<file path="config.mk">
export PLATFORM = sky130hd
export DESIGN_NAME = infoframe_packet_builder
export DESIGN_NICKNAME = d
export VERILOG_FILES = /design/src/rtl/infoframe_packet_builder.sv
export SDC_FILE = /design/constraint.sdc
export NUM_CORES = 1
export LEC_CHECK = 0
export BUFFER_PORTS_ARGS = -buffer_cell sky130_fd_sc_hd__buf_4
export CAP_MARGIN = 20
export CORE_MARGIN = 1
export CORE_UTILIZATION = 45
export DETAILED_ROUTE_END_ITERATION = 8
export PLACE_DENSITY = 0.73
export SLEW_MARGIN = 20
export SYNTH_ARGS = -nofsm -noshare
export SYNTH_HDL_FRONTEND = slang
export SYNTH_SLANG_ARGS = --single-unit
</file>
<file path="constraint.sdc">
create_clock -name clk_pixel -period 5 [get_ports clk_pixel]
set_clock_uncertainty 0.1 [all_clocks]
set_input_delay 1 -clock clk_pixel [delete_from_list [all_inputs] [get_ports clk_pixel]]
set_output_delay 1 -clock clk_pixel [all_outputs]
set_load 0.05 [all_outputs]
</file>
<file path="src/rtl/infoframe_packet_builder.sv">
// Runtime-programmable HDMI InfoFrame source: shadow payload, sequential checksum, atomic swap.
// Optional macro INFOFRAME_PACKET_BUILDER_FRAME_SYNC_EN defers the swap to the next frame_start pulse.
module infoframe_packet_builder #(
  parameter logic [6:0] TYPE    = 7'd2,
  parameter logic [7:0] VERSION = 8'd2,
  parameter logic [4:0] LENGTH  = 5'd13
) (
  input  logic         clk_pixel,
  input  logic         reset_n,
  input  logic         wr_en,
  input  logic [4:0]   wr_addr,
  input  logic [7:0]   wr_data,
  output logic         wr_ready,
  input  logic         commit,
  input  logic         frame_start,
  output logic         busy,
  output logic         updated,
  output logic         valid,
  output logic [23:0]  header,
  output logic [223:0] sub
);

  localparam logic [7:0] HB0  = {1'b1, TYPE};
  localparam logic [7:0] HB1  = VERSION;
  localparam logic [7:0] HB2  = {3'b000, LENGTH};
  localparam logic [7:0] HSUM = HB0 + HB1 + HB2;
  localparam logic [7:0] HCK  = 8'h00 - HSUM;
  localparam int         LEN  = int'(LENGTH);

  typedef enum logic [1:0] {IDLE, CALC, WAIT_SYNC, SWAP} state_t;

  state_t      state, state_nxt;
  logic [7:0]  shadow [1:27];
  logic [7:0]  active [0:27];
  logic [7:0]  acc;
  logic [4:0]  idx;
  logic [7:0]  shadow_rd;
  logic        pend;
  logic        swap_p0;
  logic        load;
  logic        calc_en;
  logic        swap_en;

  function automatic logic [7:0] add8(input logic [7:0] a, input logic [7:0] b);
    return a + b;
  endfunction

  function automatic logic [7:0] negate8(input logic [7:0] a);
    return 8'h00 - a;
  endfunction

  assign header = {HB2, HB1, HB0};

  always_ff @(posedge clk_pixel or negedge reset_n) begin
    if (!reset_n) state <= IDLE;
    else          state <= state_nxt;
  end

  always_comb begin
    state_nxt = state;
    case (state)
      IDLE: if (commit) state_nxt = CALC;
      CALC: begin
        if (idx == LENGTH) begin
`ifdef INFOFRAME_PACKET_BUILDER_FRAME_SYNC_EN
          state_nxt = WAIT_SYNC;
`else
          state_nxt = SWAP;
`endif
        end
      end
`ifdef INFOFRAME_PACKET_BUILDER_FRAME_SYNC_EN
      WAIT_SYNC: if (frame_start) state_nxt = SWAP;
`else
      WAIT_SYNC: state_nxt = IDLE;
`endif
      SWAP: state_nxt = (pend || commit) ? CALC : IDLE;
      default: state_nxt = IDLE;
    endcase
  end

  always_comb begin
    busy     = (state != IDLE);
    wr_ready = (state == IDLE);
    calc_en  = (state == CALC);
    swap_en  = (state == SWAP);
    load     = ((state == IDLE) && commit) || ((state == SWAP) && (pend || commit));
  end

`ifndef INFOFRAME_PACKET_BUILDER_FRAME_SYNC_EN
  logic unused_frame_start;
  assign unused_frame_start = frame_start;
`endif

  always_comb begin
    shadow_rd = 8'h00;
    for (int k = 1; k <= 27; k++)
      if (idx == 5'(k)) shadow_rd = shadow[k];
  end

  // Stage p0: checksum accumulate, shadow writes, swap; updated is the swap delayed one cycle
  always_ff @(posedge clk_pixel or negedge reset_n) begin
    if (!reset_n) begin
      acc     <= 8'h00;
      idx     <= 5'd0;
      pend    <= 1'b0;
      valid   <= 1'b0;
      swap_p0 <= 1'b0;
      updated <= 1'b0;
      for (int k = 1; k <= 27; k++) begin
        shadow[k] <= 8'h00;
        active[k] <= 8'h00;
      end
      active[0] <= HCK;
    end else begin
      if (wr_ready && wr_en)
        for (int k = 1; k <= 27; k++)
          if (wr_addr == 5'(k) && k <= LEN) shadow[k] <= wr_data;

      if (load) begin
        acc <= HSUM;
        idx <= 5'd1;
      end else if (calc_en) begin
        acc <= add8(acc, shadow_rd);
        idx <= idx + 5'd1;
      end

      if (swap_en)             pend <= 1'b0;
      else if (commit && busy) pend <= 1'b1;

      if (swap_en) begin
        for (int k = 1; k <= 27; k++)
          active[k] <= (k <= LEN) ? shadow[k] : 8'h00;
        active[0] <= negate8(acc);
        valid     <= 1'b1;
      end

      swap_p0 <= swap_en;
      updated <= swap_p0;
    end
  end

  for (genvar k = 0; k < 28; k++) begin : g_sub
    assign sub[k*8 +: 8] = active[k];
  end

endmodule
</file>
### Yosys cells after proc, flatten, opt, wreduce, memory -nomap -nowiden

Index checks and enable logic that the tools add are counted.

* add/sub/neg operators: 3
* multiply operators: 0
* divide/modulo/power cells: 0
* $lt $le $gt $ge: 0
* eq/ne operators: 45
* shift operators: 0
* mux-type cells: 37
* bitwise gates (word level): 0
* reductions and logical operators: 24

Operators by type and width (number)
* $mux W8: 29
* $eq A5 B4 Y1 const B: 14
* $eq A5 B5 Y1 const B: 12
* $eq A5 B3 Y1 const B: 8
* $reduce_and A2 Y1: 14
* $eq A5 B2 Y1 const B: 4
* $eq A5 B1 Y1 const B: 2
* $mux W5: 2
* $add A8 B8 Y8: 1
* $pmux W2 S4: 1
* $sub A1 B8 Y8 const A: 1
* $reduce_bool A2 Y1: 3
* $add A5 B1 Y5 const B: 1
* $eq A2 B2 Y1 const B: 2
* $logic_and A1 B1 Y1: 4
* $mux W2: 2
* $ne A2 B1 Y1 const B: 2
* $mux W1: 3
* $eq A2 B1 Y1 const B: 1
* $logic_not A2 Y1: 1
* $logic_or A1 B1 Y1: 2

* flip-flop bits (word level): 235
* bits in latches: 0
* RAM bits: 0
* ROM bits: 0
* input port bits: 18
* output and inout bits: 252
* word-level logic and storage cells: 143
* memories: 0

### Depth between registers and ports, before layout

* depth after elaboration: 31
* depth in mapped cells: 21
* mapped depth without buffers: 19

### Worst setup path before layout

OpenSTA, ideal clock, no wires.

* path type: register -> register
* start: reg idx[1]
* end: reg acc[6]
* setup time: 83 ps
* data arrival time: 3328 ps
* required time: 4817 ps
* setup slack: 1489 ps
* cell stages (with the launch flop): 20
* cells stage by stage: dfrtp_1 -> inv_1 -> ha_1 -> clkbuf_1 -> clkbuf_1 -> a21oi_1 -> mux2_2 -> nor3_1 -> a211oi_1 -> o31ai_1 -> ha_1 -> inv_1 -> fa_1 -> nor2b_1 -> o21ai_0 -> nand2b_1 -> a21o_1 -> a21oi_1 -> xor2_1 -> o21ai_0

* cells in the longest elaborated chain, start to end: 31

RTL lines
* from (decl): RTL line 36 `logic [4:0] idx;`
* from (signal assigned): RTL line 125 `idx <= idx + 5'd1;`
* $eq A5 B1 Y1: RTL line 98 `if (idx == 5'(k)) shadow_rd = shadow[k];`
* $mux W8 (26 in series): RTL line 98
* $mux W8 *: RTL line 98
* $add A8 B8 Y8 *: RTL line 45 `return a + b;`
* $mux W8 *: RTL line 123 `end else if (calc_en) begin`
* $mux W8 *: RTL line 120 `if (load) begin`
* to (signal assigned): RTL line 124 `acc <= add8(acc, shadow_rd);`
* to (decl): RTL line 35 `logic [7:0] acc;`

Every way passes the cells marked *; elsewhere a longest branch is shown, timed or not. The select of a mux whose other input is x is not followed.
A chain may end at the register's enable or synchronous reset.

### Final worst setup path

* start: reg idx[0]
* end: reg acc[7]

The elaborated chain is that of the path after synthesis.

==> results by group <==
Timing
  • Fmax: 224.2 MHz
  • Final setup TNS: 0 ns
  • Final slew viol count: 0
  • RSZ-0062 raised after global routing: no
  • Final period util: between 80% and 90%
  • Fin. Hold Viols: 0
  • Fin crit period: 4.460 ns
  • Setup WS post-layout: 0.5398 ns
  • Worst Max-Slew Pin Slew: 0.9795 ns
  • Final setup fails: 0
  • Worst slew margin: 34.57%

Placed design
  • Placed cells: between 1000 and 1500
  • Worst Setup Slack post-DPL: 0.6632 ns
  • Half-perimeter wire length after detailed placement: 18120 um
  • PortBufs: 132
  • GPL Wtd Cong: between 0.8 and 0.9

Synth
  • Synth Flop Type: dfrtp_1
  • Number of enable flip-flop cells after synthesis: 0
  • Seq cells post-synth: between 200 and 250
  • YS warnings: 112
  • Library cells used by synthesis: a little over 60
  • Cell count after synthesis: 926
  • Avg Inst Size Synth: 12.26 um^2
  • Ys async rst share: 100.0%
  • Seq/Total Area, Yosys: 51.86%
  • Post-Syn Area: 0.01135 mm^2

Worst setup path
  • Slowest CP cell: ha_1
  • FF-to-FF End: acc[7]
  • Worst-path cell chain: inv_1 > ha_1 > buf_4 > nand2_1 > o21ai_0 > o22ai_1 > mux2_2 > nor3_1 > a211oi_1 > o31ai_1 > ha_1 > a21o_1 > nand2_1 > a31oi_1 > nand2b_1 > mux2i_1 > a22oi_1 > o22a_1
  • Buffer and inverter count on the worst path: 2
  • Slowest stage delay, CP: 0.51 ns
  • Kind of critical path: reg2reg
  • Worst Path Arrival: 4.77 ns
  • R2R setup slack: 0.54 ns
  • Reg2reg path depth: 18
  • WP data required: 5.31 ns
  • CP Capture Type: flip-flop
  • CP startpoint kind: flip-flop
  • Worst reg2reg startpoint: idx[0]
  • Cell family contributing the most delay on the critical path: compound AO/OA/AOI/OAI gates
  • Top fanout value on the critical path: 16

Clock tree
  • Reg clk slew, reported paths: 0.06 ns
  • # H-tree levels: 1
  • CTS tree: done
  • Clock latency on the worst-skew pair: 0.53 ns
  • Clk sinks: roughly 240
  • Hold-fix buffers, CTS: 0
  • Root buffer cell: clkbuf_16
  • CTS Buf Count: 25
  • Setup repair bufs after CTS: 0
  • Clock Path Buffers: 3
  • Cts repair resizes: 0

Global routing
  • Pin count of the biggest net entering global routing: 114
  • Antenna violations before repair: 0
  • Vias in the first global route: 6916
  • GRT overflow: 0
  • First-pass GRT wire length: 39680 um
  • GRT Overall Usage: between 10% and 20%

Worst hold path
  • Min-delay src: swap_p0
  • HP Class: reg2reg
  • Worst Hold Depth: 0
  • WHS Endpoint: updated

Floorplanning
  • DIE AREA: 0.02587 mm^2
  • Ports: 270
  • Core area: 0.02453 mm^2
  • Die Height: 160.8 um
  • Die Wd: 160.8 um
  • Initial core utilization: 46.28%
  • Rows: 57

Power and ir drop
  • Fraction of power consumed by the clock network: 24.6%
  • Switching share of total power: 41.18%
  • Worst vdd ir: 0.0003706 V
  • Logic pwr share: 41.4%
  • Pwr dens: 617.0 mW/mm^2
  • P_sw: 0.003326 W
  • Int Power: roughly 0.0048 W
  • Sequential share of power: 34.0%
  • Static Leak: just under 7 nW

Detailed routing
  • DR pass1 iterations: 4
  • Detailed Route Iter0 Violations: 477
  • DRT antenna net count: 0
  • Drt via density: slightly above 5
  • DRC viols: 0
  • Total Routed Length: ~26000 um
  • Routed length per instance: 18.34 um
  • Vias post-DR: ~7200

Outcome
  • Status: complete, no violations

Finish
  • Fin util: 53.35%
  • Final Non-Filler Cells: 1394
  • Share of layout cells above drive strength 1: 36.73%
  • Area grow syn2layout: 15.29%
  • Final nets: 1084
  • Ant. Diodes: 0
  • Fillers: ~2100

Run
  • Max_cap viols: 0
## Yosys cell counts (all sizes together), types with 11 or more instances
cell type | count | share of area [%]
dfrtp | 229 | 50
mux2 | 211 | 21
buf | 156 | 9.8
nand2 | 52 | 1.7
o21ai | 29 | 1.3
a21oi | 24 | 1.1
clkbuf | 24 | 0.79
nor2 | 23 | 0.85
o22ai | 17 | 0.99
nor3 | 14 | 0.71
ha | 12 | 1.3
inv | 12 | 0.40
xor2 | 11 | 0.85
## cells in the final DEF (no fill, tap or decap), types with 5 or more instances in the layout
master	netlist	layout
dfrtp_1	229	229
mux2_2	187	187
buf_4	136	144
conb_1	2	136
nand2_1	52	51
o21ai_0	25	25
clkbuf_16	0	25
a21oi_1	24	24
mux2_1	24	24
nor2_1	21	21
o22ai_1	16	16
nor3_1	12	12
ha_1	12	12
inv_1	11	11
xor2_1	11	11
nor2b_1	9	9
a211oi_1	8	8
nand2b_1	7	7
clkbuf_8	0	6
dfstp_2	6	6
a221oi_1	5	5
a221o_1	5	5
a22o_1	5	5
o31ai_1	5	5
## worst max-delay path by stage
stage	start	end	depth (start not counted)
after global routing	idx[0]	acc[7]	18
final	idx[0]	acc[7]	18
after floorplan	idx[1]	acc[6]	19
after CTS	idx[0]	acc[7]	18
after global placement	idx[0]	acc[7]	18
after detailed placement	idx[0]	acc[7]	18
## stage by stage
| step | total power (W) | area [um^2] | hold WS [ns] |
|---|---|---|---|
| 6_report | 0.008076 | 13090 | 0.2545 |
| 5_1_grt | 0.008473 | 13090 | 0.2795 |
| 4_1_cts | 0.008122 | 13090 | 0.2554 |
| 3_5_place_dp | 0.006104 | 12190 | 0.2418 |
| 3_3_place_gp | 0.006027 | 12190 | 0.2363 |
| 2_1_floorplan | 0.005226 | 11860 | 0.2312 |
## worst register-to-register path: stages, from the launching register on
cell and delay, ns:
dfrtp_1 0.45, inv_1 0.12, ha_1 0.51, buf_4 0.29, nand2_1 0.06, o21ai_0 0.08
o22ai_1 0.11, mux2_2 0.28, nor3_1 0.27, a211oi_1 0.13, o31ai_1 0.46, ha_1 0.38
a21o_1 0.17, nand2_1 0.08, a31oi_1 0.16, nand2b_1 0.20, mux2i_1 0.14, a22oi_1 0.11
o22a_1 0.25
## power groups by stage
stage | combinational (W) | clock (W) | sequential [W]
finish | 0.00335 | 0.00199 | 0.00274
global placement | 0.00327 | 0 | 0.00275
detailed placement | 0.00333 | 0 | 0.00277
CTS | 0.00336 | 0.00202 | 0.00274
global route | 0.00359 | 0.00209 | 0.00280
floorplan | 0.00179 | 0 | 0.00343
## registers in the layout (all words and copies together) (netlist names)
name and count:
idx 5, state 2, swap_p0 1, sub 112
valid 1, updated 1, pend 1, shadow 104
acc 8
## routing by layer
metal,GRT usage (%),vias to the layer above,part of all wire [%]
met3,3.228,42,6.1
li1,-,3273,-
met4,6.089,0,2.5
met2,31.19,289,47
met5,0,-,0
met1,27.66,3641,44
## kinds of logic after synthesis
family	count (synthesis)	synth area share [%]
flops	235	51.86
mux	212	21.02
buf+inv	192	10.95
simple gates	135	6.337
compound gates	122	7.108
xor+xnor	15	1.157
fa+ha+maj	13	1.499
other cells	2	0.06615
## final cells by class
type	instances	area (um^2)	share of cell area (%)
clock buffers	34	719.4	5.497
clock inverters	10	176.4	1.348
inverters	12	45.04	0.3441
multi-input cells	633	4738	36.20
flip-flops and latches	235	5888	44.99
well taps	324	405.4	3.097
repair buffers	146	1116	8.527
Note: power is estimated with default switching activity, not from simulation.
